--- src/rtl/lgu_pkg.sv ---
// Shared types and the bitwise evaluation function for the multi-input logic gate unit.
package lgu_pkg;

   localparam int STAT_W = 32;
   localparam int MAX_W  = 64;
   localparam int MAX_N  = 8;

   typedef enum logic [2:0] {
      OP_AND  = 3'd0,
      OP_OR   = 3'd1,
      OP_NAND = 3'd2,
      OP_NOR  = 3'd3,
      OP_XOR  = 3'd4,
      OP_XNOR = 3'd5,
      OP_NOT  = 3'd6,
      OP_ILL  = 3'd7
   } op_e;

   // Operands are laid out on a fixed MAX_W pitch so one function serves every WIDTH/N_IN.
   // Only the first n_in slots take part; OP_NOT uses slot 0 alone.
   function automatic logic [MAX_W-1:0] lgu_eval(
      input op_e                      op,
      input logic [MAX_N*MAX_W-1:0]   operands,
      input int                       n_in
   );
      logic [MAX_W-1:0] r_and;
      logic [MAX_W-1:0] r_or;
      logic [MAX_W-1:0] r_xor;
      logic [MAX_W-1:0] res;
      r_and = '1;
      r_or  = '0;
      r_xor = '0;
      for (int k = 0; k < MAX_N; k++) begin
         if (k < n_in) begin
            r_and = r_and & operands[k*MAX_W +: MAX_W];
            r_or  = r_or  | operands[k*MAX_W +: MAX_W];
            r_xor = r_xor ^ operands[k*MAX_W +: MAX_W];
         end
      end
      case (op)
         OP_AND:  res = r_and;
         OP_OR:   res = r_or;
         OP_NAND: res = ~r_and;
         OP_NOR:  res = ~r_or;
         OP_XOR:  res = r_xor;
         OP_XNOR: res = ~r_xor;
         OP_NOT:  res = ~operands[MAX_W-1:0];
         default: res = '0;
      endcase
      return res;
   endfunction

endpackage

--- src/rtl/lgu_pipe_stage.sv ---
// One elastic valid/ready register slice; payload only loads on an accepted beat.
module lgu_pipe_stage #(
   parameter int DW = 8
) (
   input  logic          clk,
   input  logic          rst_n,
   input  logic          in_valid,
   output logic          in_ready,
   input  logic [DW-1:0] in_data,
   output logic          out_valid,
   input  logic          out_ready,
   output logic [DW-1:0] out_data
);

   assign in_ready = !out_valid || out_ready;

   always_ff @(posedge clk or negedge rst_n) begin
      if (!rst_n) begin
         out_valid <= 1'b0;
         out_data  <= '0;
      end else if (in_ready) begin
         out_valid <= in_valid;
         if (in_valid) begin
            out_data <= in_data;
         end
      end
   end

endmodule

--- src/rtl/logic_gate_unit.sv ---
// Two-stage pipelined N-input bitwise gate with runtime op select.
// Optional LGU_STATS_EN adds a saturating output-handshake counter on stat_ops.
module logic_gate_unit
   import lgu_pkg::*;
#(
   parameter int WIDTH = 8,
   parameter int N_IN  = 2
) (
   input  logic                  clk,
   input  logic                  rst_n,
   input  logic                  in_valid,
   output logic                  in_ready,
   input  logic [2:0]            in_op,
   input  logic [N_IN*WIDTH-1:0] in_data,
   output logic                  out_valid,
   input  logic                  out_ready,
   output logic [WIDTH-1:0]      out_data,
   output logic                  out_err
`ifdef LGU_STATS_EN
   ,
   output logic [STAT_W-1:0]     stat_ops
`endif
);

   localparam int S1_W = 3 + N_IN*WIDTH;
   localparam int S2_W = 1 + WIDTH;

   logic                   s1_valid;
   logic [S1_W-1:0]        s1_data;
   logic                   s2_ready;
   logic [S2_W-1:0]        s2_in_data;
   logic [S2_W-1:0]        s2_data;
   logic [MAX_N*MAX_W-1:0] ops_pad;
   logic [MAX_W-1:0]       res_full;
   logic [MAX_W:0]         unused_res;
   op_e                    s1_op;

   lgu_pipe_stage #(.DW(S1_W)) u_stage1 (
      .clk       (clk),
      .rst_n     (rst_n),
      .in_valid  (in_valid),
      .in_ready  (in_ready),
      .in_data   ({in_op, in_data}),
      .out_valid (s1_valid),
      .out_ready (s2_ready),
      .out_data  (s1_data)
   );

   assign s1_op = op_e'(s1_data[S1_W-1 -: 3]);

   // Re-pitch operands from WIDTH to the package's fixed MAX_W spacing.
   always_comb begin
      ops_pad = '0;
      for (int k = 0; k < N_IN; k++) begin
         ops_pad[k*MAX_W +: MAX_W] = MAX_W'(s1_data[k*WIDTH +: WIDTH]);
      end
   end

   assign res_full   = lgu_eval(s1_op, ops_pad, N_IN);
   assign unused_res = {1'b0, res_full};
   assign s2_in_data = {(s1_op == OP_ILL), res_full[WIDTH-1:0]};

   lgu_pipe_stage #(.DW(S2_W)) u_stage2 (
      .clk       (clk),
      .rst_n     (rst_n),
      .in_valid  (s1_valid),
      .in_ready  (s2_ready),
      .in_data   (s2_in_data),
      .out_valid (out_valid),
      .out_ready (out_ready),
      .out_data  (s2_data)
   );

   assign out_err  = s2_data[WIDTH];
   assign out_data = s2_data[WIDTH-1:0];

`ifdef LGU_STATS_EN
   logic [STAT_W-1:0] stat_cnt;

   always_ff @(posedge clk or negedge rst_n) begin
      if (!rst_n) begin
         stat_cnt <= '0;
      end else if (out_valid && out_ready && (stat_cnt != '1)) begin
         stat_cnt <= stat_cnt + 1'b1;
      end
   end

   assign stat_ops = stat_cnt;
`endif

endmodule

--- config.mk ---
export PLATFORM = sky130hd
export DESIGN_NAME = logic_gate_unit
export DESIGN_NICKNAME = d
export VERILOG_FILES = /design/src/rtl/lgu_pkg.sv /design/src/rtl/lgu_pipe_stage.sv /design/src/rtl/logic_gate_unit.sv
export SDC_FILE = /design/constraint.sdc
export NUM_CORES = 1
export LEC_CHECK = 0
export CAP_MARGIN = 10
export CORE_MARGIN = 8
export CORE_UTILIZATION = 35
export CTS_BUF_LIST = sky130_fd_sc_hd__clkbuf_2
export DETAILED_ROUTE_END_ITERATION = 7
export SYNTH_ARGS = -nofsm -noshare
export SYNTH_HDL_FRONTEND = slang
export SYNTH_SLANG_ARGS = --single-unit
--- constraint.sdc ---
create_clock -name clk -period 2.1 [get_ports clk]
set_input_delay 0.42 -clock clk [delete_from_list [all_inputs] [get_ports clk]]
set_output_delay 0.42 -clock clk [all_outputs]
set_load 0.01 [all_outputs]
Word level (Yosys, flattened, before mapping)
Cells that the tools add are included.
- register bits after elaboration: 30
- bits in latches: 0
- bits in writable memories: 0
- memory bits (read-only): 0
- output and inout bits: 11
- logic and storage cells: 26
- memories: 0
- add/subtract/negate cells: 0
- multiply operators: 0
- div/mod/pow operators: 0
- order comparisons: 0
- equal/unequal tests: 7
- shift-type cells: 0
- multiplexer cells: 1
- bitwise operators: 7
- reduce and logical (&&, ||, !) cells: 7
- operators by type and width (cell ; number):
    case mux 8 bit (7 select lines) ; 1
    inverter 8 bit ; 4
    equality test 3 bit (second input constant) ; 4
    bitwise AND 8 bit ; 1
    OR 8 bit ; 1
    bitwise XOR 8 bit ; 1
    equality test 3 x 2 -> 1 bit (second input constant) ; 2
    AND reduction 2 bit ; 2
    equality test 3 x 1 -> 1 bit (second input constant) ; 1
    zero test 3 bit ; 1
    zero test 1 bit ; 2
    logical OR 1 bit ; 2

Depth between registers and ports, before layout
- word-level depth: 4
- gate-level depth with buffers: 6
- gate-level depth less buffers: 6

Cells and area by module
From an unflattened synthesis, not the netlist that was laid out.
- cells, all modules: 158
- area total of the unflattened synthesis: 1931.9 sq um
- by module, submodules not included (module ; times used ; cells an instance ; area an instance (sq um) ; sequential area each (sq um)):
    lgu_pipe_stage at u_stage1 ; 1 ; 43 ; 794.5 ; 500.5
    logic_gate_unit ; 1 ; 93 ; 711.9 ; 0.0
    lgu_pipe_stage at u_stage2 ; 1 ; 22 ; 425.4 ; 250.2

Worst setup path after synthesis
Ideal clock, no wire load.
- path type: input to register
- from: input out_ready
- to: register u_stage1.out_data[10]
- arrival: 1454 ps
- required time: 1975 ps
- path slack: 521 ps
- stages: 4
- buffers on the path: 1
- cells stage by stage: nand3b_1 > nand2_2 > buf_2 > mux2_2
- cells in the longest elaborated chain, start to end: 3
- ends and longest elaborated chain (item ; line ; source):
    start, declared ; logic_gate_unit.sv:16 ; input logic out_ready,
    logical OR 1 bit (2 in series) ; lgu_pipe_stage.sv:15 ; assign in_ready = !out_valid || out_ready;
    AND reduction 2 bit (no source line) ; n/a ;
    end signal, assigned ; lgu_pipe_stage.sv:24 ; out_data <= in_data;
    end, declared ; lgu_pipe_stage.sv:12 ; output logic [DW-1:0] out_data
No other way between the ends.
A chain may end at the register's enable or synchronous reset.

Final worst setup path
- from: input out_ready
- to: output in_ready
- cells in the longest elaborated chain, start to end: 2
- ends and longest elaborated chain (item ; line ; source):
    logical OR 1 bit (2 in series) ; lgu_pipe_stage.sv:15 ;
    end, declared ; logic_gate_unit.sv:12 ; output logic in_ready,
No other way between the ends.

==> results.md <==
- Tot GR Track Use: 10.09%
- H-tree depth: 2
- Num rows: 26
- WL final: roughly 3.7 mm
- Seq/Total Area, Yosys: 40.40%
- Clock Skew: roughly 0.016 ns
- Synthesized instance count: 176
- FF-to-FF Start: u_stage1.out_data[0]
- Post-DP HPWL: 2.744 mm
- # setup viols final: 0
- Reg clk slew, reported paths: 0.16 ns
- Worst Hold Class: input port to asynchronous set/reset pin
- Root buf cell: clkbuf_2
- Die extent in y: 88.86 um
- Starting Density: 36.38%
- Full die area: around 7900 um^2
- Share of cells above drive strength 1: around a fifth
- Unrepaired setup endpoints after global routing: false
- Final hold violations: 0
- Ports: 34
- Setup Crit Path Kind: input port to primary output
- Sw Ratio: 33.64%
- Status: completed
- Synth Area per Inst: around 11 um^2
- Post-synth EDFFs: 0
- Final Cycle Share: 94.05%
- TNS Setup: 0 ns
- Worst-path cell with the longest stage delay: clkdlybuf4s50_1
- Most frequent CP cell: clkdlybuf4s50_1
- Post-route cell area: 2340 um^2
- Syn Nets: 215
- Layout area overhead: 25.93%
- Power Internal: 1.178 mW
- Final Power: between 1.5 and 2 mW
- Synthesized flop and latch total: 30
- Setup repair bufs after CTS: 0
- Combinational power share: about two fifths
- YS warnings: 0
- Max cap viols: 0
- Pre-antenna DRT Iters: 4
- Cells along the critical path: clkdlybuf4s50_1 -> nand3b_1 -> clkdlybuf4s50_1
- Dpl cell area: 2305 um^2
- Nets: 256
- Vias in the first global route: 1435
- Initial DRC count: 65
- Slew Viols, Final: 0
- Largest net degree at the start of global routing: 31
- Max IR drop VDD: between 0.3 and 0.4 mV
- Fmax: around 510 MHz
- Post-CTS Hold Buffers: 0
- Async SR Flop Fraction: between 90% and 100%
- Num Clock Sinks: 30
- Via count: around 1400
- Num CTS Buffers: 5
- CP Data Arrival Time: 1.56 ns
- Switching pwr: about 0.6 mW
- Fin crit period: 1.975 ns
- Post-Syn Area: between 1500 and 2000 um^2
- Non-Filler Instances: 287
- CP Capture Type: primary output
- Max clock buf depth: 2
- Worst Path Required: 1.68 ns
- Fin Hold WS: 0.4053 ns
- Maximum net fanout on the critical path: 2
- Number of port buffers: 33
- CP delay by family, top: buffers and inverters
- DRT antenna net count: 0
- Core area: 5107 um^2
- Worst Tran Pin Value: 0.4946 ns
- Slowest stage delay, CP: 0.55 ns
- Main synth FF type: dfrtp_1
- Initial antenna violation count: 0
- CP startpoint: out_ready
- TritonCTS clock tree: yes
- Wire per inst: 12.97 um
- WP buf/inv: 2
- Clock network fraction of design power: 16.0%
- Total gr overflow: 0
- Share of total power in sequential cells: 44.1%
- Via density: between 4 and 5
- Pwr dens: between 700 and 800 nW/um^2
- Placed cell count: 280
- Slew HR: 66.92%
- Setup crit start kind: input port
- First-pass GRT wire length: 6.189 mm
- Clk_lat worst skew: between 0.3 and 0.4 ns
- Leak: 1.042 nW
- Die W: ~90 um
- RePlAce Congestion: 0.7864
- Netlist cell types: 35
- DRC: 0
- ANT cells: 0
- Internal reg-to-reg setup slack: 0.49 ns
- Post-CTS sizing: 0
[power by group through the flow]
stage               clock (mW)  sequential (mW)  combinational, mW
detailed placement           0            0.798              0.717
global route             0.321            0.801              0.791
CTS                      0.296            0.787              0.719
floorplan                    0            0.791              0.441
global placement             0            0.797              0.703
finish                   0.284            0.782              0.709
[state kept, by name, summed over array words and instances, names as in the netlist]
register / count
u_stage2.out_data: 9
u_stage1.out_data: 19
u_stage2.out_valid: 1
u_stage1.out_valid: 1
[cell families after synthesis]
| kind of cell | count (synthesis) | share of synthesized area, % |
|---|---|---|
| AOI/OAI and AO/OA | 38 | 16.09 |
| xor gates and xnor gates | 1 | 0.4715 |
| adders and majority gates | 16 | 10.77 |
| buffers and inverters | 25 | 6.397 |
| DFF | 30 | 40.40 |
| muxes | 22 | 13.20 |
| and+or+nand+nor | 44 | 12.66 |
[per-layer routing]
metal  wire length (um)  GRT usage, %  vias up  share of wire (%)
li1                   -             -      712                  -
met1               1668         10.94      667                 45
met2               1797         17.39       23                 48
met3                196         3.250        6                5.3
met4                 59         4.608        0                1.6
met5                  0             0        -                  0
[final cells by class]
class / count / area (um^2)
tap: 70 / 87.58
fill: 518 / 2768
clock buffer: 7 / 35.03
multi-input combinational: 121 / 988.4
sequential: 30 / 750.7
inverter: 16 / 60.06
timing repair buffer: 43 / 417.9
[final timing paths]
| check | endpoint | cells past startpoint |
|---|---|---|
| max | in_ready | 3 |
| min | u_stage1.out_data[1] | 2 |
| max reg2reg | u_stage2.out_data[0] | 5 |
| min reg2reg | u_stage2.out_data[3] | 2 |
| max in group asynchronous | u_stage1.out_data[5] | 2 |
| min in group clk | u_stage2.out_data[3] | 2 |
[cell usage after synthesis, drive strengths merged, types with 5 or more instances]
| library cell | count | area share, % |
|---|---|---|
| a21oi | 7 | 1.9 |
| nor2 | 10 | 2.0 |
| buf | 8 | 3.0 |
| mux2 | 20 | 12 |
| inv | 16 | 3.2 |
| nor2b | 9 | 3.0 |
| o21bai | 5 | 2.0 |
| dfrtp | 30 | 40 |
| nand2 | 8 | 1.8 |
| a32o | 6 | 3.2 |
| nor3 | 5 | 1.3 |
| nand2b | 5 | 1.7 |
| ha | 16 | 11 |
| a211o | 6 | 2.8 |
| o211ai | 6 | 2.4 |
[through the flow]
step / setup slack, ns / util (%)
after floorplan: 0.5213 / -
after global placement: 0.1246 / 45.12
after detailed placement: 0.1214 / 45.12
after CTS: 0.1162 / 45.81
after global routing: 0.08468 / 45.81
final: 0.1250 / 45.81
[placed cells by master, fill, tap and decap left out, drive strengths merged]
cell,n
o21ai,2
nor2b,9
inv,16
clkbuf,7
dfrtp,30
mux2,20
or4b,1
mux2i,2
a22o,1
nand2b,5
buf,10
nand2,8
a211o,6
nor2,10
nor3,5
o21bai,5
or2,1
a31oi,2
nand3b,2
o211ai,6
ha,16
o31a,1
nor4bb,1
nand3,1
xor2,1
a21oi,7
and2,1
clkdlybuf4s50,33
o31ai,1
a2111oi,1
a32o,6
(Power assumes the default switching activity.)
